`src/rtl/clkgate_seq.sv`:
```
// Clock-gate enable sequencer: toggles one branch enable at a time, round-robin,
// spaced GAP+1 edges apart, and raises a per-branch ACK SETTLE edges after enable rise.
module clkgate_seq #(
    parameter int NBR    = 4,
    parameter int GAP    = 2,
    parameter int SETTLE = 3
) (
    input  logic           clk_i,
    input  logic           rst_i,
    input  logic [NBR-1:0] req_i,
    input  logic           te_i,
    output logic [NBR-1:0] en_o,
    output logic [NBR-1:0] ack_o,
    output logic           busy_o,
    inout  wire            vdd_io,
    inout  wire            vss_io
);

    localparam int PW = (NBR > 1) ? $clog2(NBR) : 1;

    typedef enum logic {
        IDLE = 1'b0,
        HOLD = 1'b1
    } state_t;

    state_t                 state_q, state_d;
    logic [NBR-1:0]         enr_q, enr_d;
    logic [PW-1:0]          ptr_q, ptr_d;
    logic [3:0]             hc_q, hc_d;
    logic [NBR-1:0][3:0]    cnt_q, cnt_d;
    logic [NBR-1:0]         ack_q, ack_d;

    logic [NBR-1:0]         pend;
    logic                   sel_vld;
    logic [PW-1:0]          sel;

    // Supply pins exist only for the netlist; nothing inside depends on them.
    wire unused_supply = vdd_io ^ vss_io;

    // First pending branch at or after the pointer, wrapping.
    always_comb begin
        pend    = req_i ^ enr_q;
        sel_vld = 1'b0;
        sel     = '0;
        for (int k = 0; k < NBR; k++) begin
            if (!sel_vld && pend[(int'(ptr_q) + k) % NBR]) begin
                sel_vld = 1'b1;
                sel     = PW'((int'(ptr_q) + k) % NBR);
            end
        end
    end

    always_ff @(posedge clk_i or posedge rst_i) begin
        if (rst_i) begin
            state_q <= IDLE;
            enr_q   <= '0;
            ptr_q   <= '0;
            hc_q    <= '0;
            cnt_q   <= '0;
            ack_q   <= '0;
        end else begin
            state_q <= state_d;
            enr_q   <= enr_d;
            ptr_q   <= ptr_d;
            hc_q    <= hc_d;
            cnt_q   <= cnt_d;
            ack_q   <= ack_d;
        end
    end

    always_comb begin
        state_d = state_q;
        enr_d   = enr_q;
        ptr_d   = ptr_q;
        hc_d    = hc_q;
        case (state_q)
            IDLE: begin
                if (sel_vld) begin
                    enr_d[sel] = ~enr_q[sel];
                    ptr_d      = (sel == PW'(NBR - 1)) ? '0 : sel + PW'(1);
                    hc_d       = 4'(GAP);
                    state_d    = HOLD;
                end
            end
            HOLD: begin
                hc_d = hc_q - 4'd1;
                if (hc_q == 4'd1) begin
                    state_d = IDLE;
                end
            end
            default: state_d = IDLE;
        endcase
    end

    // Settle counters follow the next-state enable so ACK falls on the same edge as ENR.
    always_comb begin
        cnt_d = cnt_q;
        ack_d = ack_q;
        for (int i = 0; i < NBR; i++) begin
            if (!enr_d[i]) begin
                cnt_d[i] = 4'd0;
                ack_d[i] = 1'b0;
            end else if (!enr_q[i]) begin
                cnt_d[i] = 4'(SETTLE);
                ack_d[i] = 1'b0;
            end else if (cnt_q[i] != 4'd0) begin
                cnt_d[i] = cnt_q[i] - 4'd1;
                if (cnt_q[i] == 4'd1) begin
                    ack_d[i] = 1'b1;
                end
            end
        end
    end

    always_comb begin
        en_o   = enr_q | {NBR{te_i}};
        ack_o  = ack_q;
        busy_o = (state_q == HOLD);
    end

endmodule

```
`config.mk`:
```
export PLATFORM = sky130hd
export DESIGN_NAME = clkgate_seq
export DESIGN_NICKNAME = d
export VERILOG_FILES = /design/src/rtl/clkgate_seq.sv
export SDC_FILE = /design/constraint.sdc
export NUM_CORES = 1
export LEC_CHECK = 0
export ABC_AREA = 1
export BUFFER_PORTS_ARGS = -buffer_cell sky130_fd_sc_hd__buf_2
export CORE_ASPECT_RATIO = 0.9
export CORE_MARGIN = 2
export CORE_UTILIZATION = 49
export DETAILED_ROUTE_END_ITERATION = 10
export PLACE_DENSITY = 0.78
export SLEW_MARGIN = 20
export SYNTH_ARGS = -nofsm -noshare
export SYNTH_HDL_FRONTEND = slang
export SYNTH_SLANG_ARGS = --single-unit
```
`constraint.sdc`:
```
create_clock -name clk_i -period 2.6 [get_ports clk_i]
set_input_delay 0.52 -clock clk_i [delete_from_list [all_inputs] [get_ports clk_i]]
set_output_delay 0.52 -clock clk_i [all_outputs]
set_load 0.01 [all_outputs]
```
==> impl_metrics.tcl, run 1 <==
set metrics [dict create \
    setup_viol 0 \
    grt_pass1_vias 1805 \
    synth.cell_area_um2 2361 \
    slew_headroom_pct 69.35 \
    die_width_um 77.17 \
    gp_congestion 0.8383 \
    powerDensity_nw_per_um2 1465 \
    dr.pass1.iters 4 \
    postCtsSetupBuffers 0 \
    via_count 1881 \
    maxCapViolCount 0 \
    hp-class "input pin to async pin" \
    row_count 23 \
    cts_sinks 31 \
    root_buffer "clkbuf_8" \
    ant_nets 0 \
    nFillCells 450 \
    numPortBuffers 15 \
    die_h_um 69.85 \
    gr-usage-all-layers_pct 17.15 \
    swShare_pct 52.12 \
    path_max_fanout 9 \
    slew_viol_final 0 \
    die-area_um2 5390 \
    power_frac_comb_pct 64.2 \
    grt_overflow 0 \
    cts_resized 0 \
    grt_pass1_wl_um 7734 \
    rsz0062_at_grt "false" \
    cts_max_path_buffers 2 \
    power.switching_mw 1.962 \
    yosysSeqAreaShare_pct 32.86 \
    cp.arrival_ps 2560 \
    grt_max_degree 32 \
    skew_ps 3.856 \
    timing.fmax_mhz 417.6 \
    ys_seq_elements 31 \
    drt_iter0_drc 109 \
    endpoint_kind "flop" \
    drc_errors 0 \
    drive_above_1_share_pct 24.69 \
    wl_um 4238 \
    htree_levels 2 \
    p_int_mw 1.802 \
    cellLeakagePower_nw 1.351 \
    status "complete, no violations" \
    start_kind "flop" \
    cts_made_buffers 5 \
    synth-warning-count 0 \
    cts_tree "yes" \
    cts_hold_buf 0 \
    dpl-instance-area_um2 2482 \
    untimed_endpoints 2 \
    critPathKind "flop to flop" \
    syn_inst 303 \
    ir_drop_mv 0.9179 \
    syn_avg_cell_area_um2 7.792 \
    antenna_cells 0 \
    layout_common_cells "58 x nand2_1, 41 x inv_1, 32 x nor2_1" \
    wl_per_cell_um 10.98 \
    vias_per_cell 4.873 \
    clk_latency_ps 280 \
    hpwlAfterDp_um 3271 \
    hold_slack_ps 312.3 \
    area_delta_synth_final_pct 8.797 \
    finalPower_mw 3.764 \
    initial_core_util_pct 51.93 \
    synth_nets 329 \
    nets 349 \
    min_period_over_period_pct 92.10 \
    post-route-min-period_ps 2395 \
    final_area_um2 2569 \
    seq_power_share_pct 26.1 \
    finalSetupTns_ps 0 \
    worstMarginPinSlew_ps 456.2 \
    io_pins 18 \
    pwr-share-clk_pct 9.6 \
    antenna_found_initial 0 \
    yosysUniqueCellTypes 27 \
    clk_pin_slew_ps 70 \
    hold_violations 0 \
    critPathRequiredTime_ps 2770 \
    core_um2 4547 \
    final_common_cell "nand2_1" \
]
==> power groups by stage <==
stage	clock network, mW	registers (mW)	logic [mW]
after global placement	0	0.976	2.35
after floorplan	0	0.887	2.11
after detailed placement	0	0.983	2.42
final	0.363	0.984	2.42
after global routing	0.398	1.02	2.74
after CTS	0.375	0.976	2.43
==> flip-flops by register name, summed over array words and instances (netlist names) <==
name and cells:
ack_o 4, busy_o 1, cnt_q 16, enr_q 4
hc_q 4, ptr_q 2
==> stage by stage <==
| step | instances | utilization, % | setup WS (ps) |
|---|---|---|---|
| global route | 386 | 56.49 | 2.038 |
| global placement | 378 | 54.60 | 136.1 |
| detailed placement | 378 | 54.60 | 44.41 |
| floorplan | 303 | - | 470.3 |
| finish | 386 | 56.49 | 205.3 |
| CTS | 386 | 56.38 | 156.3 |
==> cell usage after synthesis, drive strengths merged <==
library cell  instances  share of area [%]
buf                   7                2.9
nand4                11                3.6
nand3                38                 13
a31oi                 5                1.3
nor3                  8                1.9
nor2                 33                5.4
a22oi                 1               0.32
o21ai                10                2.6
ha                   17                9.0
inv                  52                8.4
nand2                81                 16
xnor2                 8                3.0
xor2                  1               0.37
dfrtp                31                 33
==> routing by layer <==
layer  routed length (um)  GRT usage [%]  vias to the layer above  share of wire (%)
li1                     -              -                      997                  -
met1                 2109          24.10                      861                 50
met2                 1978          26.96                       16                 47
met3                  105          3.488                        7                2.5
met4                   44          4.563                        0                1.0
met5                    0              0                        -                  0
==> cells by family (layout without fill, tap and decap cells) <==
group                      Yosys count  in the layout  share of synthesized area (%)
DFF                                 31             31                          32.86
buffers and inverters               59             80                          11.29
and+or+nand+nor                    171            171                          39.27
AOI/OAI and AO/OA                   16             16                          4.240
xor gates and xnor gates             9              9                          3.339
adders and majority gates           17             17                          9.009
==> critical path, cell delays in order (launching register included) <==
cell and delay (ps):
dfrtp_1 470, inv_2 150, nand2_2 80, nand3_2 80, nand2_2 90, o21ai_4 190, nand4_4 120, nand2_2 120
nand2_2 110, inv_1 110, ha_1 150, inv_1 50, nor2_1 180, nand3_4 120, nand2_2 120, nor2_1 50
nand2_1 50, nand2_1 50
==> final timing paths <==
| kind | from | to | slack (ps) | depth (start not counted) |
|---|---|---|---|---|
| setup / recovery | enr_q[0] | cnt_q[1] | 210 | 17 |
| hold / removal | rst_i | cnt_q[14] | 310 | 3 |
| setup reg to reg | enr_q[0] | cnt_q[1] | 210 | 17 |
| hold reg to reg | ack_o[3] | ack_o[3] | 500 | 2 |
| max in group asynchronous | rst_i | ptr_q[1] | 1960 | 3 |
| min in group clk_i | ack_o[3] | ack_o[3] | 500 | 2 |
==> area by class of cell <==
| cell class | count | area (um^2) | share of cell area [%] |
|---|---|---|---|
| Multi-Input combinational cell | 213 | 1319 | 51.34 |
| Sequential cell | 31 | 778.2 | 30.30 |
| Inverter | 52 | 200.2 | 7.793 |
| Timing Repair Buffer | 20 | 112.6 | 4.384 |
| Tap cell | 62 | 77.57 | 3.020 |
| Clock buffer | 7 | 76.32 | 2.971 |
| Clock inverter | 1 | 5.005 | 0.1948 |
Power figures use the tool's default switching activity.
==> run 2: changes to the inputs <==
==> constraint.sdc (replaced) <==
create_clock -name clk_i -period 3.08 [get_ports clk_i]
set_input_delay 0.616 -clock clk_i [delete_from_list [all_inputs] [get_ports clk_i]]
set_output_delay 0.616 -clock clk_i [all_outputs]
set_load 0.01 [all_outputs]
==> run 2 against run 1 <==
Compared with the run above:
- count of clock-buffer cells in the layout did not move
- sequential share of layout area grew 0.32 points
- via count is 0.48% higher
- core utilization shrank 0.77 points
- critical endpoint unchanged
==> impl_metrics.tcl, run 2 (same netlist as run 1, synthesis figures left out) <==
set metrics [dict create \
    postCtsSetupBuffers 0 \
    timing.fmax_mhz 382.3 \
    grt_pass1_wl_um 7755 \
    gp_congestion 0.8839 \
    cellLeakagePower_nw 1.334 \
    cts_resized 0 \
    multi_input_area_um2 1319 \
    antenna_found_initial 0 \
    maxCapViolCount 0 \
    rr_endpoint "cnt_q[1]" \
    io_pins 18 \
    critPathRequiredTime_ps 3250 \
    finalPower_mw 3.133 \
    seq_power_share_pct 27.5 \
    wl_per_cell_um 11.15 \
    r2r_cells 20 \
    powerDensity_nw_per_um2 1236 \
    p_int_mw 1.482 \
    final_common_cell "nand2_1" \
    cts_tree "yes" \
    grt_max_degree 32 \
    vias_per_cell 4.948 \
    drc_errors 0 \
    swShare_pct 52.69 \
    largest_register_ffs 16 \
    clk_pin_slew_ps 70 \
    rsz0062_at_grt "false" \
    cts_hold_buf 0 \
    gr-usage-all-layers_pct 17.54 \
    skew_ps 2.254 \
    antenna_cells 0 \
    drive_above_1_share_pct 23.13 \
    min_period_over_period_pct 84.93 \
    root_buffer "clkbuf_8" \
    nets 345 \
    ff_latch_area_um2 775.7 \
    hold_violations 0 \
    final_area_um2 2534 \
    untimed_endpoints 2 \
    critPathKind "flop to flop" \
    cp.arrival_ps 2780 \
    cts_made_buffers 5 \
    setup_viol 0 \
    htree_levels 2 \
    area_delta_synth_final_pct 7.313 \
    cts_max_path_buffers 2 \
    initial_core_util_pct 51.93 \
    clk_latency_ps 280 \
    row_count 23 \
    worstMarginPinSlew_ps 463.1 \
    path_max_fanout 12 \
    power.switching_mw 1.651 \
    hp-class "input pin to async pin" \
    ant_nets 0 \
    status "complete, no violations" \
    die_h_um 69.85 \
    pwr-share-clk_pct 9.8 \
    ir_drop_mv 0.7550 \
    r2r_start "ptr_q[0]" \
    power_frac_comb_pct 62.7 \
    top_register "cnt_q" \
    dpl-instance-area_um2 2452 \
    slew_viol_final 0 \
    numPortBuffers 15 \
    layout_common_cells "58 x nand2_1, 41 x inv_1, 32 x nor2_1" \
    wl_um 4260 \
    nFillCells 463 \
    start_kind "flop" \
    finalSetupTns_ps 0 \
    core_um2 4547 \
    hpwlAfterDp_um 3317 \
    slew_headroom_pct 68.89 \
    grt_overflow 0 \
    post-route-min-period_ps 2616 \
    dr.pass1.iters 4 \
    die-area_um2 5390 \
    drt_iter0_drc 91 \
    cts_sinks 31 \
    die_width_um 77.17 \
    endpoint_kind "flop" \
    via_count 1890 \
    r2r_slack_ps 460 \
    grt_pass1_vias 1814 \
]
==> run 2: through the flow <==
| stage | util [%] | std cells | setup slack, ps | hold slack, ps |
|---|---|---|---|---|
| after floorplan | - | 303 | 854.3 | 459.1 |
| after global placement | 53.94 | 374 | 504.9 | 480.1 |
| after detailed placement | 53.94 | 374 | 405.5 | 493.7 |
| after CTS | 55.72 | 382 | 453.4 | 411.4 |
| after global routing | 55.72 | 382 | 224.5 | 442.1 |
| final | 55.72 | 382 | 464.0 | 398.5 |
==> run 2: final cells by class <==
cell class                      count  area share, %
Sequential cell                    31          30.62
Timing Repair Buffer               16          3.259
Inverter                           52          7.802
Tap cell                           62          3.062
Clock inverter                      1         0.1975
Multi-Input combinational cell    213          52.05
Clock buffer                        7          3.012
==> run 2: worst max path at each step <==
stage,startpoint,to,slack (ps),cells past startpoint
2_1_floorplan,req_i[1],cnt_q[0],850,17
3_3_place_gp,req_i[3],cnt_q[1],500,19
3_5_place_dp,req_i[3],cnt_q[1],410,19
5_1_grt,ptr_q[0],cnt_q[1],220,20
6_report,ptr_q[0],cnt_q[1],460,20
4_1_cts,ptr_q[0],cnt_q[1],450,20
==> run 2: critical path: stages (launching register included) <==
cell	delay [ps]
dfrtp_1	600
inv_2	160
nand2_1	110
nand2_2	90
inv_2	80
nand3_2	90
nand2_4	90
nand2_2	60
nand2_2	70
nor2_2	40
nand2_2	90
nand2_2	110
inv_1	100
ha_1	140
inv_1	50
nor2_1	190
nand3_4	120
nand2_2	120
nor2_1	60
nand2_1	60
nand2_1	60
==> run 2: power by group through the flow <==
stage | Sequential [mW] | Clock, mW | Combinational [mW]
floorplan | 0.748 | 0 | 1.78
global placement | 0.857 | 0 | 1.91
detailed placement | 0.866 | 0 | 1.98
CTS | 0.860 | 0.316 | 1.99
global route | 0.899 | 0.333 | 2.26
finish | 0.860 | 0.308 | 1.96
==> run 2: layer usage <==
layer  vias up  wire, um  track usage [%]
met2        31      2018            28.99
li1        989         -                -
met4         0        34            5.357
met3         4       139            3.488
met5         -         0                0
met1       866      2068            23.22
